File: src/rtl/maxnet_pkg.sv
// Shared widths and FSM encoding for the MAXNET iteration controller.
package maxnet_pkg;

   localparam int unsigned FP_WIDTH = 32;
   localparam int unsigned N_PU     = 4;
   localparam int unsigned NZ_W     = 3;
   localparam int unsigned IDX_W    = 2;
   localparam int unsigned ITER_W   = 8;

   typedef enum logic [1:0] {
      ST_IDLE = 2'd0,
      ST_WAIT = 2'd1,
      ST_EVAL = 2'd2,
      ST_DONE = 2'd3
   } state_t;

endpackage

File: src/rtl/maxnet_iter_ctrl_if.sv
// PU-side bus: activation vector out to the four PUs, ReLU results and zero flags back.
interface maxnet_iter_ctrl_if;
   import maxnet_pkg::*;

   logic [FP_WIDTH-1:0] x_0, x_1, x_2, x_3;
   logic [FP_WIDTH-1:0] pu_out_0, pu_out_1, pu_out_2, pu_out_3;
   logic                zero_0, zero_1, zero_2, zero_3;

   modport master (
      output x_0, x_1, x_2, x_3,
      input  pu_out_0, pu_out_1, pu_out_2, pu_out_3,
      input  zero_0, zero_1, zero_2, zero_3
   );

   modport slave (
      input  x_0, x_1, x_2, x_3,
      output pu_out_0, pu_out_1, pu_out_2, pu_out_3,
      output zero_0, zero_1, zero_2, zero_3
   );

endinterface

File: src/rtl/nonzero_encoder.sv
// Counts PUs with a nonzero output and reports the lowest such index.
module nonzero_encoder
   import maxnet_pkg::*;
(
   input  logic [N_PU-1:0]  zero,
   output logic [NZ_W-1:0]  nz,
   output logic [IDX_W-1:0] win_idx
);

   // Scan high-to-low so the last hit is the lowest nonzero index.
   always_comb begin
      nz      = '0;
      win_idx = '0;
      for (int i = N_PU - 1; i >= 0; i--) begin
         if (!zero[i]) begin
            nz      = nz + NZ_W'(1);
            win_idx = IDX_W'(i);
         end
      end
   end

endmodule

File: src/rtl/maxnet_iter_ctrl.sv
// MAXNET competition controller: loads a vector, iterates it through the PUs
// until a single nonzero survives, everything dies, or the iteration limit hits.
module maxnet_iter_ctrl
   import maxnet_pkg::*;
#(
   parameter int unsigned PU_LATENCY = 2,
   parameter int unsigned MAX_ITER   = 255
)(
   input  logic                clk,
   input  logic                rst,
   input  logic                start,
   input  logic [FP_WIDTH-1:0] x_in_0,
   input  logic [FP_WIDTH-1:0] x_in_1,
   input  logic [FP_WIDTH-1:0] x_in_2,
   input  logic [FP_WIDTH-1:0] x_in_3,
   maxnet_iter_ctrl_if.master  pu,
   output logic                busy,
   output logic                done,
   output logic                no_winner,
   output logic [IDX_W-1:0]    winner,
   output logic [FP_WIDTH-1:0] max_value,
   output logic [ITER_W-1:0]   iter_count
);

   localparam int unsigned WAIT_W = (PU_LATENCY > 1) ? $clog2(PU_LATENCY) : 1;

   state_t              state_q, state_d;
   logic [WAIT_W-1:0]   wait_q, wait_d;
   logic [FP_WIDTH-1:0] x_q [N_PU];
   logic [FP_WIDTH-1:0] x_d [N_PU];
   logic [FP_WIDTH-1:0] pu_vec [N_PU];
   logic [N_PU-1:0]     zero_vec;
   logic [NZ_W-1:0]     nz;
   logic [IDX_W-1:0]    win_idx;
   logic                busy_d, done_d, no_winner_d;
   logic [IDX_W-1:0]    winner_d;
   logic [FP_WIDTH-1:0] max_value_d;
   logic [ITER_W-1:0]   iter_d;
   logic                at_limit;

   assign pu_vec[0] = pu.pu_out_0;
   assign pu_vec[1] = pu.pu_out_1;
   assign pu_vec[2] = pu.pu_out_2;
   assign pu_vec[3] = pu.pu_out_3;
   assign zero_vec  = {pu.zero_3, pu.zero_2, pu.zero_1, pu.zero_0};

   // X registers feed the PUs directly, no extra stage.
   assign pu.x_0 = x_q[0];
   assign pu.x_1 = x_q[1];
   assign pu.x_2 = x_q[2];
   assign pu.x_3 = x_q[3];

   nonzero_encoder u_nz_enc (
      .zero    (zero_vec),
      .nz      (nz),
      .win_idx (win_idx)
   );

   assign at_limit = ({1'b0, iter_count} + 9'd1) == 9'(MAX_ITER);

   always_comb begin
      state_d     = state_q;
      wait_d      = wait_q;
      x_d         = x_q;
      done_d      = done;
      no_winner_d = no_winner;
      winner_d    = winner;
      max_value_d = max_value;
      iter_d      = iter_count;
      unique case (state_q)
         ST_IDLE, ST_DONE: begin
            if (start) begin
               x_d         = '{x_in_0, x_in_1, x_in_2, x_in_3};
               iter_d      = '0;
               done_d      = 1'b0;
               no_winner_d = 1'b0;
               winner_d    = '0;
               max_value_d = '0;
               wait_d      = '0;
               state_d     = ST_WAIT;
            end
         end
         ST_WAIT: begin
            if (wait_q == WAIT_W'(PU_LATENCY - 1)) state_d = ST_EVAL;
            else                                   wait_d  = wait_q + WAIT_W'(1);
         end
         ST_EVAL: begin
            x_d    = pu_vec;
            iter_d = (iter_count == '1) ? iter_count : iter_count + ITER_W'(1);
            wait_d = '0;
            // A sole survivor wins even on the final permitted iteration.
            if (nz == NZ_W'(1)) begin
               state_d     = ST_DONE;
               done_d      = 1'b1;
               winner_d    = win_idx;
               max_value_d = pu_vec[win_idx];
            end else if (nz == '0 || at_limit) begin
               state_d     = ST_DONE;
               done_d      = 1'b1;
               no_winner_d = 1'b1;
               winner_d    = '0;
               max_value_d = '0;
            end else begin
               state_d     = ST_WAIT;
            end
         end
         default: state_d = ST_IDLE;
      endcase
      busy_d = (state_d == ST_WAIT) || (state_d == ST_EVAL);
   end

   always_ff @(posedge clk or negedge rst) begin
      if (!rst) begin
         state_q    <= ST_IDLE;
         wait_q     <= '0;
         x_q        <= '{default: '0};
         busy       <= 1'b0;
         done       <= 1'b0;
         no_winner  <= 1'b0;
         winner     <= '0;
         max_value  <= '0;
         iter_count <= '0;
      end else begin
         state_q    <= state_d;
         wait_q     <= wait_d;
         x_q        <= x_d;
         busy       <= busy_d;
         done       <= done_d;
         no_winner  <= no_winner_d;
         winner     <= winner_d;
         max_value  <= max_value_d;
         iter_count <= iter_d;
      end
   end

endmodule
File: src/flat_wrapper.sv
// flat-port wrapper written by rule: the top's interface ports become plain ports
module maxnet_iter_ctrl_flat import maxnet_pkg::*;
#(
   parameter int unsigned PU_LATENCY = 2,
   parameter int unsigned MAX_ITER   = 255
)
  (clk, rst, start, x_in_0, x_in_1, x_in_2, x_in_3, busy, done, no_winner, winner, max_value, iter_count, pu_x_0, pu_x_1, pu_x_2, pu_x_3, pu_pu_out_0, pu_pu_out_1, pu_pu_out_2, pu_pu_out_3, pu_zero_0, pu_zero_1, pu_zero_2, pu_zero_3);
  maxnet_iter_ctrl_if pu_i ();
  input  logic clk;
  input  logic rst;
  input  logic start;
  input  logic [FP_WIDTH-1:0] x_in_0;
  input  logic [FP_WIDTH-1:0] x_in_1;
  input  logic [FP_WIDTH-1:0] x_in_2;
  input  logic [FP_WIDTH-1:0] x_in_3;
  output logic busy;
  output logic done;
  output logic no_winner;
  output logic [IDX_W-1:0] winner;
  output logic [FP_WIDTH-1:0] max_value;
  output logic [ITER_W-1:0] iter_count;
  output wire logic [$bits(pu_i.x_0)-1:0] pu_x_0;
  output wire logic [$bits(pu_i.x_1)-1:0] pu_x_1;
  output wire logic [$bits(pu_i.x_2)-1:0] pu_x_2;
  output wire logic [$bits(pu_i.x_3)-1:0] pu_x_3;
  input wire logic [$bits(pu_i.pu_out_0)-1:0] pu_pu_out_0;
  input wire logic [$bits(pu_i.pu_out_1)-1:0] pu_pu_out_1;
  input wire logic [$bits(pu_i.pu_out_2)-1:0] pu_pu_out_2;
  input wire logic [$bits(pu_i.pu_out_3)-1:0] pu_pu_out_3;
  input wire logic [$bits(pu_i.zero_0)-1:0] pu_zero_0;
  input wire logic [$bits(pu_i.zero_1)-1:0] pu_zero_1;
  input wire logic [$bits(pu_i.zero_2)-1:0] pu_zero_2;
  input wire logic [$bits(pu_i.zero_3)-1:0] pu_zero_3;
  assign pu_x_0 = pu_i.x_0;
  assign pu_x_1 = pu_i.x_1;
  assign pu_x_2 = pu_i.x_2;
  assign pu_x_3 = pu_i.x_3;
  assign pu_i.pu_out_0 = pu_pu_out_0;
  assign pu_i.pu_out_1 = pu_pu_out_1;
  assign pu_i.pu_out_2 = pu_pu_out_2;
  assign pu_i.pu_out_3 = pu_pu_out_3;
  assign pu_i.zero_0 = pu_zero_0;
  assign pu_i.zero_1 = pu_zero_1;
  assign pu_i.zero_2 = pu_zero_2;
  assign pu_i.zero_3 = pu_zero_3;
  maxnet_iter_ctrl #(.PU_LATENCY(PU_LATENCY), .MAX_ITER(MAX_ITER)) u_core (.clk(clk), .rst(rst), .start(start), .x_in_0(x_in_0), .x_in_1(x_in_1), .x_in_2(x_in_2), .x_in_3(x_in_3), .pu(pu_i), .busy(busy), .done(done), .no_winner(no_winner), .winner(winner), .max_value(max_value), .iter_count(iter_count));
endmodule
File: config.mk
export PLATFORM = sky130hd
export DESIGN_NAME = maxnet_iter_ctrl_flat
export DESIGN_NICKNAME = d
export VERILOG_FILES = /design/src/rtl/maxnet_pkg.sv /design/src/rtl/maxnet_iter_ctrl_if.sv /design/src/rtl/nonzero_encoder.sv /design/src/rtl/maxnet_iter_ctrl.sv /design/src/flat_wrapper.sv
export SDC_FILE = /design/constraint.sdc
export NUM_CORES = 1
export LEC_CHECK = 0
export ABC_AREA = 0
export BUFFER_PORTS_ARGS = -buffer_cell sky130_fd_sc_hd__buf_4
export CAP_MARGIN = 5
export CORE_AREA = 3 3 168 170
export DETAILED_ROUTE_END_ITERATION = 10
export DIE_AREA = 0 0 171 173
export REMOVE_ABC_BUFFERS = 1
export SETUP_SLACK_MARGIN = 0.2
export SKIP_LAST_GASP = 1
export SLEW_MARGIN = 15
export SYNTH_ARGS = -nofsm -noshare
export SYNTH_HDL_FRONTEND = slang
export SYNTH_SLANG_ARGS = --single-unit
File: constraint.sdc
create_clock -name clk -period 1.8 [get_ports clk]
set_input_delay 0.36 -clock clk [delete_from_list [all_inputs] [get_ports clk]]
set_output_delay 0.36 -clock clk [all_outputs]
set_load 0.005 [all_outputs]
==> results of run 1 <==
-- registers in the layout (all words and copies together), names as in the netlist, 2 cells and up --
register,count
u_core.winner,2
u_core.pu.x_0,32
u_core.state_q,2
u_core.iter_count,8
u_core.pu.x_2,32
u_core.pu.x_3,32
u_core.max_value,32
u_core.pu.x_1,32
-- per-stage QoR --
step                      instances  hold slack [ns]
final                          1767            0.196
after global routing           1767            0.195
after CTS                      1751            0.182
after detailed placement       1622            0.353
after global placement         1622            0.351
after floorplan                 792           0.0644
-- worst max path at each step --
stage | slack [ns] | depth (start not counted) | to | start
after detailed placement | -0.74 | 12 | u_core.max_value[28] | pu_zero_3
final | -0.25 | 14 | u_core.max_value[20] | pu_zero_3
after global placement | -0.69 | 12 | u_core.max_value[7] | pu_zero_3
after floorplan | -17.46 | 6 | u_core.iter_count[3] | u_core.state_q[0]
after CTS | -0.21 | 13 | u_core.max_value[8] | pu_zero_3
after global routing | -0.27 | 9 | u_core.max_value[21] | u_core.iter_count[1]
-- power breakdown --
group / switching, uW / internal (uW) / total [uW]
sequential: 1290 / 5470 / 6760
clock: 1800 / 1940 / 3740
combinational: 6240 / 8630 / 14900
total: 9330 / 16000 / 25400
-- layout by cell type (no fill, tap or decap), drive strengths merged, types with 6 or more instances in the layout --
master	synthesis	layout
nor2	6	6
inv	43	48
buf	35	599
mux4	32	32
dfrtp	176	176
ha	8	8
mux2i	129	129
nand2	172	172
clkbuf	23	21
o21ai	172	172
nand2b	7	7
-- what timing repair did --
action / CTS / global route
resized for setup: 311 / 262
hold endpoints to repair: 44 / 0
endpoints found under the setup margin: 174 / 175
hold buffers: 1 / 0
buffers inserted: 58 / 15
pin swaps: 97 / 82
cloned: 38 / 1
-- cells in the mapped netlist (2+ instances only) --
cell                       instances  area share, %
sky130_fd_sc_hd__nor2_1            6           0.25
sky130_fd_sc_hd__o21a_1            2           0.17
sky130_fd_sc_hd__clkbuf_1         23           0.97
sky130_fd_sc_hd__o21ai_1          33            1.9
sky130_fd_sc_hd__nor2b_1           4           0.28
sky130_fd_sc_hd__and2_1            2           0.14
sky130_fd_sc_hd__mux4_2           32            8.1
sky130_fd_sc_hd__buf_1             6           0.25
sky130_fd_sc_hd__xnor2_1           4           0.39
sky130_fd_sc_hd__o31ai_1           3           0.25
sky130_fd_sc_hd__nand2_1         172            7.2
sky130_fd_sc_hd__or2_1             2           0.14
sky130_fd_sc_hd__buf_6             7           0.88
sky130_fd_sc_hd__o21ai_0         139            7.8
sky130_fd_sc_hd__nand4_1           2           0.14
sky130_fd_sc_hd__nand2b_1          7           0.49
sky130_fd_sc_hd__inv_1            43            1.8
sky130_fd_sc_hd__a21oi_1           4           0.22
sky130_fd_sc_hd__mux2i_1         129             14
sky130_fd_sc_hd__dfrtp_1         176             49
sky130_fd_sc_hd__buf_2            21            1.2
sky130_fd_sc_hd__ha_1              8            1.1
sky130_fd_sc_hd__nor3_1            2           0.11
sky130_fd_sc_hd__nand3_1           5           0.28
-- area by class of cell --
cell class / count / share of cell area [%]
clock buffer: 19 / 2.56
inverter: 43 / 0.983
tap: 341 / 2.52
sequential: 176 / 26.0
clock inverter: 13 / 0.761
multi-input combinational: 573 / 31.3
timing repair buffer: 602 / 35.9
-- critical path, delay by kind of cell --
kind / cells / cell delay [ns]
adders and majority gates: 2 / 0.36
AOI/OAI and AO/OA: 3 / 0.48
and+or+nand+nor: 4 / 0.66
buffers and inverters: 5 / 0.49
-- cells by family after synthesis --
family / share of synthesized area, %
AO/OA/AOI/OAI: 11.3
XOR/XNOR: 0.757
adder cells (fa/ha/maj): 1.12
buffers and inverters: 5.17
flip-flops: 49.4
multiplexers: 22.7
AND/OR/NAND/NOR: 9.63
-- per-layer routing --
metal | share of wire [%] | vias to the layer above | track usage, %
li1 | - | 4105 | -
met1 | 39 | 4561 | 31.6
met2 | 50 | 373 | 43.2
met3 | 6.5 | 105 | 5.72
met4 | 4.5 | 0 | 10.8
met5 | 0 | - | 0
==> impl_summary.log, run 1 <==
INFO  metric worst_hold_path.endpoint = u_core.pu.x_1[30]
INFO  metric drt_drc_violations_left = 0
INFO  metric dp.final_hpwl = 24900 um
INFO  metric grt_resource_usage_total = 25.7%
INFO  metric yosys_warnings = 0
INFO  metric asyncSetResetFlopFracSynth = 100%
INFO  metric mappedNetlistArea = 8920 um2
INFO  metric setup-violations-final = 105
INFO  metric leakagePower = 0.00779 uW
INFO  metric route.antenna.remaining_nets = 0
INFO  metric cts_root_buf = sky130_fd_sc_hd__clkbuf_16
INFO  metric antennaDiodeCount = 0
INFO  metric regToRegSetupSlack = -0.19 ns
INFO  metric yosysUniqueCellTypes = 42
INFO  metric wirelength = 39600 um
INFO  metric cp_slowest_cell = sky130_fd_sc_hd__or2_4
INFO  metric critPathLaunchType = input port
INFO  metric grt_start_max_net_pins = 50
INFO  metric tritoncts = yes
INFO  metric critPathArrivalTime = 2.36 ns
INFO  metric finalClockSkew = 0.0182 ns
INFO  metric tns = -9.56 ns
INFO  metric crit_type = in -> reg
INFO  metric regToRegStartpoint = u_core.iter_count[0]
INFO  metric grt_setup_unrepaired = true
INFO  metric worst-slew-pin-transition = 0.512 ns
INFO  metric vdd_ir_drop_max = 879 uV
INFO  metric worstSkewPairLatency = 0.43 ns
INFO  metric grt_remaining_overflow = 0
INFO  metric setup_ws = -0.247 ns
INFO  metric utilization_after_layout = 63.0%
INFO  metric synthFlopType = sky130_fd_sc_hd__dfrtp_1
INFO  metric grt_pass1_vias = 9519
INFO  metric stdcell_area = 16900 um2
INFO  metric ys_seq_area_share = 49.4%
INFO  metric timing_hold_violations_final = 0
INFO  metric multi_input_area = 5290 um2
INFO  metric end_kind = flip-flop
INFO  metric relSlewSlack = 65.7%
INFO  metric final.fill_count = 2133
INFO  metric final_period_minus_worst_setup_slack = 2.05 ns
INFO  metric fp.coreArea = 26900 um2
INFO  metric post_synthesis_average_cell_area = 10.5 um2
INFO  metric maximum_frequency_from_static_timing_analysis = 488 MHz
INFO  metric yosys_register_bits = 176
INFO  metric min_path_type = in -> reg
INFO  metric area_growth_syn_to_layout = 89.7%
INFO  metric number_of_buffers_created_by_cts = 17
INFO  metric worstReg2RegEnd = u_core.max_value[0]
INFO  metric max_stage_delay = 0.25 ns
INFO  metric io_buffers = 435
INFO  metric gp_routability_congestion = 0.846
INFO  metric whs_path_depth = 3
INFO  metric detailroute.via_count = 9144
INFO  metric power = 25400 uW
INFO  metric report.final.slew_viol_count = 0
INFO  metric worst-path-max-fanout = 6
INFO  metric drt_pre_antenna_iters = 6
INFO  metric p_per_area = 1500 nW/um2
INFO  metric h_tree_levels = 4
INFO  metric clkSlewWorstSetupHoldPaths = 0.07 ns
INFO  metric synth_enable_flop_cells = 0
INFO  metric floorplan.initialDensity = 33.2%
INFO  metric floorplan_die_width = 171 um
INFO  metric global_route_wire_length_before_repair = 57800 um
INFO  metric placement.cell_area = 13000 um2
INFO  metric post_drt_wl_per_cell = 22.4 um
INFO  metric max_root_sink_buffers = 2
INFO  metric cpMostUsedCell = sky130_fd_sc_hd__buf_8
INFO  metric final.period_utilization = 114%
INFO  metric run_status = finished, violations left
INFO  metric cp_data_required_time = 2.11 ns
INFO  metric route.detailed.vias_per_inst = 5.17
INFO  metric failed_checks = negative setup slack
INFO  metric row_count = 60
INFO  metric register_area = 4400 um2
INFO  metric layout-drive-gt1-share = 65.1%
INFO  metric clock_sinks = 176
INFO  metric number_of_instances_in_the_synthesized_netlist = 850
INFO  metric crit_chain = buf_8 -> inv_4 -> ha_4 -> nand2b_4 -> and2_4 -> ha_4 -> nor2b_4 -> a31o_1 -> or2_4 -> a31oi_4 -> buf_12 -> buf_8 -> buf_8 -> o21ai_2
INFO  metric worst_hold_startpoint = x_in_1[30]
INFO  metric final_nets = 1684
INFO  metric post-place-ws = -0.736 ns
INFO  metric num_io_pins = 436
INFO  metric grt_antenna_before_repair = 0
INFO  metric reg2reg_depth = 9
INFO  metric floorplan.die.height = 173 um
INFO  metric drv.max_cap_violation_count = 0
INFO  metric die_area = 29600 um2
INFO  metric first_iter_violations = 403
Power figures use the tool's default switching activity.
==> run 2, diff against run 1 <==
==> constraint.sdc (replaced) <==
create_clock -name clk -period 1.64 [get_ports clk]
set_input_delay 0.328 -clock clk [delete_from_list [all_inputs] [get_ports clk]]
set_output_delay 0.328 -clock clk [all_outputs]
set_load 0.005 [all_outputs]
==> impl_summary.log, run 2 (synthesized netlist as in run 1, its figures left out) <==
INFO  metric grt_setup_unrepaired = true (unchanged)
INFO  metric final.period_utilization = 123%
INFO  metric first_iter_violations = 426 (was 403)
INFO  metric critPathArrivalTime = 2.34 ns (was 2.36 ns)
INFO  metric cp_data_required_time = 1.96 ns (was 2.11 ns)
INFO  metric grt.met3_usage = 5.37% (was 5.72%)
INFO  metric mostFrequentLayoutCells = sky130_fd_sc_hd__buf_4 (478), sky130_fd_sc_hd__dfrtp_1 (173), sky130_fd_sc_hd__o21ai_2 (134) (was sky130_fd_sc_hd__buf_4 (465), sky130_fd_sc_hd__dfrtp_1 (176), sky130_fd_sc_hd__o21ai_2 (131))
INFO  metric dp.final_hpwl = 25100 um (was 24900 um)
INFO  metric layout-drive-gt1-share = 67.3% (was 65.1%)
INFO  metric floorplan_die_width = 171 um (unchanged)
INFO  metric final.fill_count = 2104 (was 2133)
INFO  metric num_io_pins = 436 (unchanged)
INFO  metric h_tree_levels = 4 (unchanged)
INFO  metric grt_start_max_net_pins = 44 (was 50)
INFO  metric die_area = 29600 um2 (unchanged)
INFO  metric final_period_minus_worst_setup_slack = 2.02 ns
INFO  metric gr-usage-met2 = 41.8% (was 43.2%)
INFO  metric mostFrequentLayoutCell = sky130_fd_sc_hd__buf_4 (unchanged)
INFO  metric clkSlewWorstSetupHoldPaths = 0.08 ns (was 0.07 ns)
INFO  metric area_growth_syn_to_layout = 94.1% (was 89.7%)
INFO  metric worst-slew-pin-transition = 0.462 ns (was 0.512 ns)
INFO  metric timing_hold_violations_final = 0 (unchanged)
INFO  metric number_of_buffers_created_by_cts = 17 (unchanged)
INFO  metric cts_root_buf = sky130_fd_sc_hd__clkbuf_16 (unchanged)
INFO  metric finalClockSkew = 0.0138 ns (was 0.0182 ns)
INFO  metric failed_checks = negative setup slack (unchanged)
INFO  metric global_route_wire_length_before_repair = 55600 um (was 57800 um)
INFO  metric grt.met1_usage = 29.9% (was 31.6%)
INFO  metric post-place-ws = -0.885 ns (was -0.736 ns)
INFO  metric report.final.slew_viol_count = 0 (unchanged)
INFO  metric placement.cell_area = 13200 um2 (was 13000 um2)
INFO  metric grt_antenna_before_repair = 0 (unchanged)
INFO  metric detailroute.via_count = 9057 (was 9144)
INFO  metric route.detailed.vias_per_inst = 5.06 (was 5.17)
INFO  metric setup-violations-final = 174 (was 105)
INFO  metric worstSkewPairLatency = 0.43 ns (about the same)
INFO  metric relSlewSlack = 69.2% (was 65.7%)
INFO  metric antennaDiodeCount = 0 (unchanged)
INFO  metric fp.coreArea = 26900 um2 (unchanged)
INFO  metric p_per_area = 1640 nW/um2 (was 1500 nW/um2)
INFO  metric end_kind = flip-flop (unchanged)
INFO  metric drv.max_cap_violation_count = 0 (unchanged)
INFO  metric drt_drc_violations_left = 0 (unchanged)
INFO  metric floorplan.die.height = 173 um (unchanged)
INFO  metric row_count = 60 (unchanged)
INFO  metric critPathLaunchType = input port (unchanged)
INFO  metric grt_remaining_overflow = 0 (unchanged)
INFO  metric gp_routability_congestion = 0.832 (was 0.846)
INFO  metric route.antenna.remaining_nets = 0 (unchanged)
INFO  metric final_nets = 1707 (was 1684)
INFO  metric grt_pass1_vias = 9431 (was 9519)
INFO  metric post_drt_wl_per_cell = 21.2 um (was 22.4 um)
INFO  metric io_buffers = 435 (unchanged)
INFO  metric crit_type = in -> reg (unchanged)
INFO  metric stdcell_area = 17300 um2 (was 16900 um2)
INFO  metric leakagePower = 0.00802 uW (was 0.00779 uW)
INFO  metric min_path_type = in -> reg (unchanged)
INFO  metric drt_pre_antenna_iters = 6 (unchanged)
INFO  metric max_root_sink_buffers = 2 (unchanged)
INFO  metric wirelength = 38000 um (was 39600 um)
INFO  metric vdd_ir_drop_max = 797 uV (was 879 uV)
INFO  metric top_usage_layer = met2 (unchanged)
INFO  metric setup_ws = -0.381 ns (was -0.247 ns)
INFO  metric run_status = finished, violations left (unchanged)
INFO  metric worst-path-max-fanout = 6 (unchanged)
INFO  metric grt_resource_usage_total = 24.4% (was 25.7%)
INFO  metric tritoncts = yes (unchanged)
INFO  metric floorplan.initialDensity = 33.2% (unchanged)
INFO  metric clock_sinks = 176 (unchanged)
INFO  metric maximum_frequency_from_static_timing_analysis = 495 MHz
-- run 2: worst paths after layout --
check / cells past startpoint / to / startpoint / slack (ns)
worst max-delay path: 13 / u_core.max_value[7] / pu_zero_3 / -0.38
worst min-delay path: 3 / u_core.pu.x_1[26] / x_in_1[26] / 0.16
worst max register to register: 9 / u_core.max_value[7] / u_core.iter_count[1] / -0.35
worst min register to register: 2 / u_core.pu.x_1[14] / u_core.pu.x_1[14] / 0.48
max in group asynchronous: 3 / u_core.pu.x_3[0] / rst / 0.66
min in group asynchronous: 2 / u_core.pu.x_1[21] / rst / 0.40
-- run 2: critical path: stages --
cell and delay (ns):
sky130_fd_sc_hd__buf_8 0.10, sky130_fd_sc_hd__inv_4 0.06, sky130_fd_sc_hd__ha_4 0.22, sky130_fd_sc_hd__xnor2_4 0.16, sky130_fd_sc_hd__ha_4 0.22, sky130_fd_sc_hd__nor2b_4 0.12, sky130_fd_sc_hd__a31o_1 0.20, sky130_fd_sc_hd__or2_4 0.25
sky130_fd_sc_hd__a31oi_4 0.20, sky130_fd_sc_hd__buf_6 0.13, sky130_fd_sc_hd__buf_8 0.12, sky130_fd_sc_hd__buf_8 0.14, sky130_fd_sc_hd__o21ai_2 0.07
-- run 2: where the power goes --
part           leakage [uW]  total [uW]  switching, uW  internal, uW
registers           0.00224        7490           1480          6000
clock network      0.000308        4520           1930          2590
logic               0.00547       16400           6730          9630
total               0.00802       28400          10100         18200
-- run 2: final cells by class --
class	count	area (um2)	area share [%]
well taps	341	427	2.46
clock inverters	13	203	1.17
repair buffers	625	6260	36.1
flip-flops and latches	176	4410	25.5
inverters	43	166	0.961
clock buffers	18	429	2.48
multi-input cells	573	5430	31.3
-- run 2: stage by stage --
step	cells	hold WS, ns	utilization (%)	setup TNS [ns]	total power (uW)
floorplan	792	0.0324	-	-2542.08	8750
global placement	1647	0.311	49.2	-30.98	15300
detailed placement	1647	0.317	49.2	-35.32	15500
CTS	1764	0.145	60.4	-31.38	26100
global route	1789	0.149	64.4	-46.40	29800
finish	1789	0.164	64.4	-35.42	28400
-- run 2: timing repair --
| action | 4_1_cts | 5_1_grt |
|---|---|---|
| hold buffers | 1 | 0 |
| endpoints found under the setup margin | 184 | 183 |
| endpoints found under the hold margin | 36 | 0 |
| gates cloned | 34 | 3 |
| gates resized for setup | 383 | 243 |
| buffers inserted | 51 | 22 |
| pin swaps | 131 | 80 |
-- run 2: metal layers --
metal  vias to the layer above  wire length (um)
li1                       4166                 -
met1                      4477             14900
met2                       334             19400
met3                        80              2280
met4                         0              1440
met5                         -                 0
